File: config.mk
export PLATFORM = sky130hd
export DESIGN_NAME = packet_word_packer
export DESIGN_NICKNAME = d
export VERILOG_FILES = /design/src/rtl/packet_word_packer.sv
export SDC_FILE = /design/constraint.sdc
export NUM_CORES = 1
export LEC_CHECK = 0
export ABC_AREA = 1
export CAP_MARGIN = 20
export CORE_UTILIZATION = 40
export DETAILED_ROUTE_END_ITERATION = 8
export PLACE_DENSITY = 0.7
export SLEW_MARGIN = 0
export SYNTH_ARGS = -nofsm -noshare
export SYNTH_HDL_FRONTEND = slang
export SYNTH_SLANG_ARGS = --single-unit
export TNS_END_PERCENT = 50
File: constraint.sdc
create_clock -name clk_i -period 6.96 [get_ports clk_i]
set_input_delay 0.696 -clock clk_i [delete_from_list [all_inputs] [get_ports clk_i]]
set_output_delay 0.696 -clock clk_i [all_outputs]
set_load 0.02 [all_outputs]
File: src/rtl/packet_word_packer.sv
// packet_word_packer: byte-to-word upsizer on the write side of the packet
// buffer. Bytes are packed LSB-first (first byte in lane [7:0]) into
// OUT_WIDTH-bit words. A word is emitted when its last lane fills or when
// the packet ends, and partial words carry zeros in their unused lanes.
// One accumulator plus one output register let a completed word wait in
// the accumulator (HOLD) while the output register is stalled downstream.
//
// Optional feature macro: PACKET_WORD_PACKER_BYTE_COUNT_EN
//   Adds m_pkt_bytes_o[15:0]. It carries the saturating byte total of the
//   packet and is meaningful when m_valid_o & m_last_o.
module packet_word_packer #(
    parameter int IN_WIDTH  = 8,
    parameter int OUT_WIDTH = 64,
    parameter int LANES     = OUT_WIDTH / IN_WIDTH
) (
    input  logic                 clk_i,
    input  logic                 rst_i,
    input  logic                 s_valid_i,
    output logic                 s_ready_o,
    input  logic [IN_WIDTH-1:0]  s_data_i,
    input  logic                 s_last_i,
    output logic                 m_valid_o,
    input  logic                 m_ready_i,
    output logic [OUT_WIDTH-1:0] m_data_o,
    output logic [LANES-1:0]     m_keep_o,
    output logic                 m_last_o
`ifdef PACKET_WORD_PACKER_BYTE_COUNT_EN
    ,
    output logic [15:0]          m_pkt_bytes_o
`endif
);

    localparam int CNT_W = (LANES > 1) ? $clog2(LANES) : 1;

    typedef enum logic {
        FILL = 1'b0,
        HOLD = 1'b1
    } state_t;

    state_t               state_q;
    logic                 sReady_q;
    logic [CNT_W-1:0]     cnt_q;
    logic [OUT_WIDTH-1:0] accData_q;
    logic [LANES-1:0]     accKeep_q;
    logic                 accLast_q;
    logic                 mValid_q;
    logic [OUT_WIDTH-1:0] mData_q;
    logic [LANES-1:0]     mKeep_q;
    logic                 mLast_q;

    logic [OUT_WIDTH-1:0] mergedData_d;
    logic [LANES-1:0]     mergedKeep_d;
    logic                 byteAccept_d;
    logic                 wordDone_d;
    logic                 outFree_d;

    // Accumulator contents with the incoming byte merged into its lane,
    // plus the handshake decisions shared by the FSM and the byte counter.
    always_comb begin
        mergedData_d = accData_q;
        mergedData_d[int'(cnt_q)*IN_WIDTH +: IN_WIDTH] = s_data_i;
        mergedKeep_d = accKeep_q | (LANES'(1) << cnt_q);
        byteAccept_d = s_valid_i & sReady_q & (state_q == FILL);
        wordDone_d   = byteAccept_d & (s_last_i | (cnt_q == CNT_W'(LANES - 1)));
        outFree_d    = ~mValid_q | m_ready_i;
    end

    // Packing FSM: FILL collects bytes and hands finished words to the
    // output register; HOLD parks one finished word until downstream drains.
    always_ff @(posedge clk_i or posedge rst_i) begin
        if (rst_i) begin
            state_q   <= FILL;
            sReady_q  <= 1'b0;
            cnt_q     <= '0;
            accData_q <= '0;
            accKeep_q <= '0;
            accLast_q <= 1'b0;
            mValid_q  <= 1'b0;
            mData_q   <= '0;
            mKeep_q   <= '0;
            mLast_q   <= 1'b0;
        end else begin
            if (mValid_q && m_ready_i) begin
                mValid_q <= 1'b0;
            end
            case (state_q)
                FILL: begin
                    sReady_q <= 1'b1;
                    if (byteAccept_d) begin
                        if (wordDone_d) begin
                            cnt_q <= '0;
                            if (outFree_d) begin
                                mData_q   <= mergedData_d;
                                mKeep_q   <= mergedKeep_d;
                                mLast_q   <= s_last_i;
                                mValid_q  <= 1'b1;
                                accData_q <= '0;
                                accKeep_q <= '0;
                                accLast_q <= 1'b0;
                            end else begin
                                accData_q <= mergedData_d;
                                accKeep_q <= mergedKeep_d;
                                accLast_q <= s_last_i;
                                state_q   <= HOLD;
                                sReady_q  <= 1'b0;
                            end
                        end else begin
                            accData_q <= mergedData_d;
                            accKeep_q <= mergedKeep_d;
                            cnt_q     <= cnt_q + CNT_W'(1);
                        end
                    end
                end
                HOLD: begin
                    if (m_ready_i) begin
                        mData_q   <= accData_q;
                        mKeep_q   <= accKeep_q;
                        mLast_q   <= accLast_q;
                        mValid_q  <= 1'b1;
                        accData_q <= '0;
                        accKeep_q <= '0;
                        accLast_q <= 1'b0;
                        state_q   <= FILL;
                        sReady_q  <= 1'b1;
                    end
                end
                default: begin
                    state_q <= FILL;
                end
            endcase
        end
    end

    assign s_ready_o = sReady_q;
    assign m_valid_o = mValid_q;
    assign m_data_o  = mData_q;
    assign m_keep_o  = mKeep_q;
    assign m_last_o  = mLast_q;

`ifdef PACKET_WORD_PACKER_BYTE_COUNT_EN
    logic [15:0] runCount_q;
    logic [15:0] holdBytes_q;
    logic [15:0] pktBytes_q;
    logic [15:0] runNext_d;

    // Saturating increment of the running packet byte count.
    always_comb begin
        runNext_d = (runCount_q == 16'hFFFF) ? 16'hFFFF : runCount_q + 16'd1;
    end

    // Byte totals follow their word: into the output register directly,
    // or parked alongside the held word; cleared once a last word drains.
    always_ff @(posedge clk_i or posedge rst_i) begin
        if (rst_i) begin
            runCount_q  <= '0;
            holdBytes_q <= '0;
            pktBytes_q  <= '0;
        end else begin
            if (byteAccept_d) begin
                runCount_q <= s_last_i ? 16'd0 : runNext_d;
            end
            if (wordDone_d && !outFree_d) begin
                holdBytes_q <= s_last_i ? runNext_d : 16'd0;
            end
            if (wordDone_d && outFree_d) begin
                pktBytes_q <= s_last_i ? runNext_d : 16'd0;
            end else if (state_q == HOLD && m_ready_i) begin
                pktBytes_q <= holdBytes_q;
            end else if (mValid_q && m_ready_i) begin
                pktBytes_q <= '0;
            end
        end
    end

    assign m_pkt_bytes_o = pktBytes_q;
`endif

endmodule

==> results of run 1 <==
==> cells in the mapped netlist <==
cell	instances	area [um^2]
or2_1	1	6.260
nor2_4	3	33.78
nor2_1	121	454.2
and2_1	2	12.51
o21a_1	4	30.03
nand2_4	1	11.26
buf_4	6	45.04
o21ai_0	31	155.2
o22ai_1	28	175.2
nand3b_1	7	52.55
nor2_2	21	131.4
nand3_1	55	275.3
nand3_2	1	10.01
o21ai_1	17	85.08
buf_2	28	140.1
clkbuf_1	15	56.30
buf_1	2	7.510
nor3_2	1	10.01
inv_1	62	232.7
nand2_2	5	31.28
inv_2	5	18.77
nand2_1	493	1851
a21oi_1	8	40.04
a31oi_1	2	12.51
o31ai_1	1	7.510
buf_6	4	45.04
dfrtp_1	152	3804
clkinv_1	1	3.750
nand4_1	2	12.51
nor3_1	14	70.07
ha_1	9	112.6
==> worst max-delay path: stages, from the launching register on <==
cell,delay [ns]
dfrtp_1,0.55
ha_1,0.36
ha_1,0.25
or2_1,0.27
nand3_2,0.12
nand2_2,0.20
inv_4,0.70
buf_4,0.65
nor2_1,0.08
nand2_1,0.09
nand2_1,0.05
==> metrics by stage <==
| step | hold WS (ns) | util (%) | instances |
|---|---|---|---|
| 2_1_floorplan | 0.4588 | - | 1102 |
| 3_3_place_gp | 0.4619 | 45.66 | 1404 |
| 3_5_place_dp | 0.4644 | 45.66 | 1404 |
| 4_1_cts | 0.4796 | 48.45 | 1436 |
| 5_1_grt | 0.4918 | 48.45 | 1436 |
| 6_report | 0.4753 | 48.45 | 1436 |
==> logic make-up after synthesis <==
| logic type | after synthesis | synth area share (%) |
|---|---|---|
| flops | 152 | 47.95 |
| fa+ha+maj | 9 | 1.420 |
| buf+inv | 123 | 6.924 |
| compound gates | 91 | 6.372 |
| simple gates | 727 | 37.33 |
==> per-layer routing <==
metal	part of all wire (%)	track usage [%]	routed length, um
met2	46	33.51	9126
met4	1.9	7.697	377
met3	3.6	3.219	703
met5	0	0	0
met1	48	28.45	9480
==> worst paths after layout <==
check / endpoint / slack, ns
max in group asynchronous: accData_q[62] / 4.79
min in group asynchronous: m_data_o[13] / 0.83
worst max register to register: m_data_o[10] / 3.48
worst min register to register: m_last_o / 0.48
worst min-delay path: m_last_o / 0.48
worst max-delay path: m_data_o[10] / 3.48
==> cell type report <==
cell class              count  area share, %
clock buffers              21          4.670
clock inverters            11          1.088
inverters                  68          2.800
well taps                 265          3.516
multi-input cells         827          37.96
flip-flops and latches    152          40.33
repair buffers             92          9.632
==> sequential cells by signal, summed over array words and instances (netlist names) <==
register	count
accLast_q	1
accKeep_q	8
state_q	1
m_valid_o	1
m_keep_o	8
cnt_q	3
s_ready_o	1
m_data_o	64
m_last_o	1
accData_q	64
==> power breakdown <==
part	internal, mW	leakage (nW)	switching [mW]	total, mW
registers	1.16	2.05	0.185	1.35
clock network	0.491	0.257	0.369	0.861
logic	0.610	2.99	0.993	1.60
total	2.26	5.29	1.55	3.81
==> results.cfg, run 1 <==
[worst_hold_path]
hold_path_startpoint = m_last_o
holdPathStages = 2
hp-class = flip-flop to flip-flop

[sta]
layout_setup_ws_ns = 3.477
fmax_mhz = 287.1
finalSetupViolCount = 0
period_needed_ns = 3.483
setup-tns-final_ns = 0
fin_skew_ns = 0.01113
finalHoldViolCount = 0
finalCritPeriodShare_pct = 50.04
rsz0062_at_grt = no
relSlewSlack_pct = 25.04
maxSlewViolCount = 0
worstMarginPinSlew_ns = 1.124

[final_layout]
multi_input_area_um2 = 3580
design_area_um2 = 9430
drive_above_1_share_pct = 6.149
diodes = 0
fillers = 1944
final_common_cell = nand2_1
final_cell_mix = 493 x nand2_1, 152 x dfrtp_1, 121 x nor2_1
final-seq-area_um2 = 3804
nNetsFinal = 1180
area_delta_synth_final_pct = 18.88

[global_route]
grt_pass1_wl_um = 33100
grt_max_degree = 110
grt_pass1_vias = 6491
gr-total-overflow = 0
antenna_found_initial = 0
grt.total_usage_pct = 20.86

[critical_path]
rr_worst_depth = 10
startpoint_type = flip-flop
reg2reg_from = cnt_q[0]
critPathCaptureType = flip-flop
path_max_fanout = 90
critical_path_class = flip-flop to flip-flop
critPathRequiredTime_ns = 7.27
crit_arrival_ns = 3.79
crit_start = cnt_q[0]

[clocking]
h-tree-depth = 4
cts_setup_buffers = 0
clk_latency_ns = 0.43
cts_resized = 0
postCtsHoldBufs = 0
cts_buffers = 17
root_buffer = clkbuf_16
cts_tree = yes
cts_max_path_buffers = 2
clk_pin_slew_worst_paths_ns = 0.06
cts.sinks = 152

[die]
row_count = 51
dieArea_um2 = 20400
fp.dieW_um = 142.8
fp.dieH_um = 142.8
start_util_pct = 40.76
ios = 88
coreArea_um2 = 19460

[logic_synthesis]
syn_area_um2 = 7933
ys_warn_count = 0
synth_cell_types = 31
ys_seq_area_share_pct = 47.95
syn_nets = 1124
synth.avg_cell_area_um2 = 7.198
ys_ff_latch = 152
syn_inst = 1102

[routing]
drc = 0
firstDrtPassIters = 5
wl_per_cell_um = 13.71
drtIter0Drc = 565
wl_um = 19690
antenna_left = 0
num_vias = 6971
viasPerCell = 4.854

[power]
power.leakage_nw = 5.290
power.total_mw = 3.810
power.density_nw_per_um2 = 404.1
peakVddDrop_uv = 177.6

[placement]
dp_slack_ns = 3.512
dp_hpwl_um = 12910
gp_congestion = 0.7920
place_area_um2 = 8887
io_buffers = 87

[outcome]
outcome = finished clean

[job]
cap_violations = 0
No activity file was read; power rests on OpenSTA's default activity.
==> run 2, diff against run 1 <==
Clock period 6.96 ns to 3.7 ns, I/O delays scaled along.
==> run 2 against run 1 <==
  * Sequential share of layout area shrank 0.31 points
  * Wire length rose by 2.2%
  * Clock skew decreased by 0.00071 ns
  * Flip-flop and latch count is the same
  * Core utilization rose by 0.37 points
  * Global-route usage grew 0.13 points
  * Combinational power increased by 91%
  * Clock power is 93% higher
  * First-iteration DRC count increased by 18%
  * Count of clock-buffer cells in the layout stayed put
  * Maximum frequency up 28%
==> results.cfg, run 2 (same netlist as run 1, synthesis figures left out) <==
[placement]
dp_slack_ns = 1.031
gp_congestion = 0.8542
io_buffers = 87
place_inst = 1407
dp_hpwl_um = 13070
place_area_um2 = 8946

[job]
cap_violations = 0

[die]
coreArea_um2 = 19460
fp.dieW_um = 142.8
row_count = 51
start_util_pct = 40.76
dieArea_um2 = 20400
fp.dieH_um = 142.8
ios = 88

[final_layout]
nNetsFinal = 1183
diodes = 0
design_area_um2 = 9503
final_cell_mix = 493 x nand2_1, 152 x dfrtp_1, 121 x nor2_1
drive_above_1_share_pct = 6.479
fillers = 1841
fin_cells = 1438
area_delta_synth_final_pct = 19.79
final_common_cell = nand2_1

[sta]
fin_skew_ns = 0.01043
rsz0062_at_grt = no
finalCritPeriodShare_pct = 73.68
finalHoldViolCount = 0
maxSlewViolCount = 0
worstMarginPinSlew_ns = 0.9307
finalSetupViolCount = 0
fmax_mhz = 366.8
setup-tns-final_ns = 0
relSlewSlack_pct = 37.96
period_needed_ns = 2.726
layout_setup_ws_ns = 0.9740

[clocking]
cts_resized = 0
cts.sinks = 152
postCtsHoldBufs = 0
cts_max_path_buffers = 2
root_buffer = clkbuf_16
cts_tree = yes
h-tree-depth = 4
cts_buffers = 17
clk_pin_slew_worst_paths_ns = 0.06
clk_latency_ns = 0.43
cts_setup_buffers = 0

[power]
power.leakage_nw = 5.321
netSwitchingFraction_pct = 40.65
peakVddDrop_uv = 369.3
pwr-share-seq_pct = 35.1
pwr-share-comb_pct = 42.0
power.density_nw_per_um2 = 763.3
switchingPower_mw = 2.949
pwr-share-clk_pct = 22.9
power.total_mw = 7.254
p_int_mw = 4.305

[global_route]
grt_pass1_vias = 6500
grt_pass1_wl_um = 33230
gr-total-overflow = 0
antenna_found_initial = 0
grt.total_usage_pct = 20.99
grt_max_degree = 153

[critical_path]
critical_path_class = flip-flop to flip-flop
worst-path-stages = 10
crit_family = simple AND/OR/NAND/NOR gates
crit_chain = ha_1 > ha_1 > or2_1 > nand3_2 > nand2_2 > inv_4 > buf_4 > nor2_1 > nand2_1 > nand2_1
critPathRequiredTime_ns = 4.02
critPathCaptureType = flip-flop
path_max_fanout = 29
startpoint_type = flip-flop
cpPeakStageDelay_ns = 0.54
rr_worst_depth = 10
cp.buffers_inverters = 2
r2r_slack_ns = 0.97
r2r-end = m_data_o[16]
worst_path_max_delay_cell = dfrtp_1
crit_arrival_ns = 3.05
reg2reg_from = cnt_q[0]

[outcome]
outcome = finished clean

[routing]
firstDrtPassIters = 7
antenna_left = 0
drc = 0
wl_um = 20120
num_vias = 7071
viasPerCell = 4.917
drtIter0Drc = 667
wl_per_cell_um = 13.99

[worst_hold_path]
hp-class = primary input to asynchronous set/reset pin
-- run 2: cell count changes in the layout (fill, tap and decap cells not counted) --
cell | previous run | this run
buf_12 | 0 | 3
clkbuf_1 | 4 | 2
clkbuf_8 | 0 | 2
clkinv_2 | 4 | 3
clkinv_4 | 4 | 2
clkinvlp_4 | 3 | 5
-- run 2: metrics by stage --
stage               hold slack [ns]  utilization (%)
CTS                          0.4818            48.83
global route                 0.4882            48.83
floorplan                    0.4588                -
finish                       0.4406            48.83
detailed placement           0.4661            45.97
global placement             0.4635            45.97
-- run 2: layout make-up --
type | count | area, um^2 | share of cell area (%)
well taps | 265 | 331.6 | 3.489
clock buffers | 21 | 460.4 | 4.845
flip-flops and latches | 152 | 3804 | 40.03
multi-input cells | 827 | 3580 | 37.67
clock inverters | 10 | 96.34 | 1.014
inverters | 68 | 262.8 | 2.765
repair buffers | 95 | 968.4 | 10.19
-- run 2: tightest hold or removal path, cell delays in order --
cell             delay [ns]
clkdlybuf4s50_1        0.44
clkinvlp_4             0.09
buf_12                 0.46
-- run 2: worst max path at each step --
stage / from / endpoint / slack, ns
3_5_place_dp: cnt_q[0] / m_data_o[16] / 1.03
5_1_grt: cnt_q[0] / m_data_o[16] / 0.79
6_report: cnt_q[0] / m_data_o[16] / 0.97
3_3_place_gp: cnt_q[0] / m_data_o[16] / 1.07
2_1_floorplan: rst_i / accData_q[0] / 1.41
4_1_cts: cnt_q[0] / m_data_o[16] / 1.00
-- run 2: layer usage --
metal / part of all wire [%] / GRT usage (%) / up-vias
met1: 49 / 29.35 / 3324
met5: 0 / 0 / -
met2: 45 / 32.17 / 161
met3: 4.4 / 3.991 / 25
met4: 1.8 / 7.923 / 0
li1: - / - / 3561
-- run 2: power groups by stage --
stage,clock network [mW],registers (mW),logic [mW]
2_1_floorplan,0,2.84,1.68
3_3_place_gp,0,2.57,2.99
3_5_place_dp,0,2.57,3.04
4_1_cts,1.68,2.55,3.06
5_1_grt,1.76,2.61,3.38
6_report,1.66,2.54,3.05
==> run 3, diff against run 2 <==
Clock period 3.7 ns to 2.75 ns, I/O delays scaled along.
==> run 3 against run 2 <==
  * Clock skew fell by 0.0039 ns
  * Worst hold slack lost 0.090 ns
  * Core utilization rose by 0.73 points
==> results.cfg, run 3 (same netlist as run 1, synthesis figures left out) <==
[routing]
wl_um = 19910
viasPerCell = 4.850
drc = 0
num_vias = 7013
wl_per_cell_um = 13.77
drtIter0Drc = 585
firstDrtPassIters = 5
antenna_left = 0

[critical_path]
critPathCaptureType = flip-flop
rr_worst_depth = 10
critical_path_class = flip-flop to flip-flop
path_max_fanout = 33
critPathRequiredTime_ns = 3.06
startpoint_type = flip-flop
crit_arrival_ns = 2.61

[global_route]
gr-total-overflow = 0
grt_pass1_vias = 6580
grt_max_degree = 130
antenna_found_initial = 0
grt.total_usage_pct = 20.88
grt_pass1_wl_um = 33090

[sta]
finalHoldViolCount = 0
finalCritPeriodShare_pct = 83.48
finalSetupViolCount = 0
fin_skew_ns = 0.006492
maxSlewViolCount = 0
fmax_mhz = 435.6
relSlewSlack_pct = 55.93
layout_setup_ws_ns = 0.4544
setup-tns-final_ns = 0
worstMarginPinSlew_ns = 0.6601
rsz0062_at_grt = no
period_needed_ns = 2.296

[placement]
gp_congestion = 0.8816
dp_slack_ns = 0.5164
io_buffers = 87
dp_hpwl_um = 13210

[worst_hold_path]
hp-class = primary input to asynchronous set/reset pin

[die]
start_util_pct = 40.76
fp.dieW_um = 142.8
ios = 88
coreArea_um2 = 19460
row_count = 51
fp.dieH_um = 142.8
dieArea_um2 = 20400

[final_layout]
area_delta_synth_final_pct = 21.58
diodes = 0
final_cell_mix = 493 x nand2_1, 152 x dfrtp_1, 121 x nor2_1
final_common_cell = nand2_1
drive_above_1_share_pct = 7.113
nNetsFinal = 1193

[power]
power.density_nw_per_um2 = 1027
power.leakage_nw = 5.409
peakVddDrop_uv = 538.5

[job]
cap_violations = 0

[outcome]
outcome = finished clean

[clocking]
root_buffer = clkbuf_16
cts_resized = 0
cts_max_path_buffers = 2
cts_tree = yes
h-tree-depth = 4
postCtsHoldBufs = 0
cts_buffers = 17
cts_setup_buffers = 0
cts.sinks = 152
clk_latency_ns = 0.43
clk_pin_slew_worst_paths_ns = 0.06
==> run 3: changes by cell type in the layout (fill, tap and decap cells not counted) <==
cell and change:
buf_4 +6, buf_12 +4, bufinv_16 +2, clkinv_2 +2, clkinvlp_4 -3, clkbuf_8 -1, clkinv_4 -2
==> run 3: per-layer routing <==
metal	vias up	track usage, %	share of wire [%]
li1	3566	-	-
met1	3230	28.22	47
met2	182	33.36	46
met3	35	3.991	4.8
met4	0	7.414	2.3
met5	-	0	0
==> run 3: worst max-delay path, cell delays in order, from the launching register on <==
cell and delay [ns]:
dfrtp_1 0.44, ha_1 0.30, ha_1 0.26, or2_1 0.26, nand3_2 0.11, nand2_2 0.11
inv_4 0.25, buf_12 0.25, nor2_2 0.04, nand2_1 0.09, nand2_1 0.06
==> run 3: cell type report <==
| cell class | instances | area (um^2) |
|---|---|---|
| fill | 1841 | 9818 |
| sequential | 152 | 3804 |
| multi-input combinational | 827 | 3580 |
| timing repair buffer | 105 | 1094 |
| clock buffer | 20 | 446.7 |
| tap | 265 | 331.6 |
| inverter | 68 | 262.8 |
| clock inverter | 9 | 126.4 |
==> run 3: report_power, final <==
part / internal (mW) / switching [mW]
combinational: 1.63 / 2.56
clock: 1.43 / 0.903
sequential: 2.94 / 0.445
total: 6.00 / 3.90
==> run 3: final timing paths <==
kind,start,to,slack (ns)
max reg2reg,cnt_q[1],m_data_o[29],0.45
min in group clk_i,m_keep_o[1],m_keep_o[1],0.47
min reg2reg,m_keep_o[1],m_keep_o[1],0.47
max,cnt_q[1],m_data_o[29],0.45
max in group asynchronous,rst_i,m_data_o[14],2.02
min,rst_i,m_data_o[20],0.35
==> run 3: through the flow <==
stage | cell area [um^2] | instances | power [mW] | hold slack, ns | util, %
final | 9644 | 1446 | 9.904 | 0.3506 | 49.55
after global routing | 9644 | 1446 | 10.61 | 0.3929 | 49.55
after CTS | 9644 | 1446 | 9.964 | 0.3763 | 49.55
after detailed placement | 9071 | 1417 | 7.588 | 0.4628 | 46.61
after global placement | 9071 | 1417 | 7.529 | 0.4626 | 46.61
after floorplan | 7936 | 1102 | 6.086 | 0.4051 | -
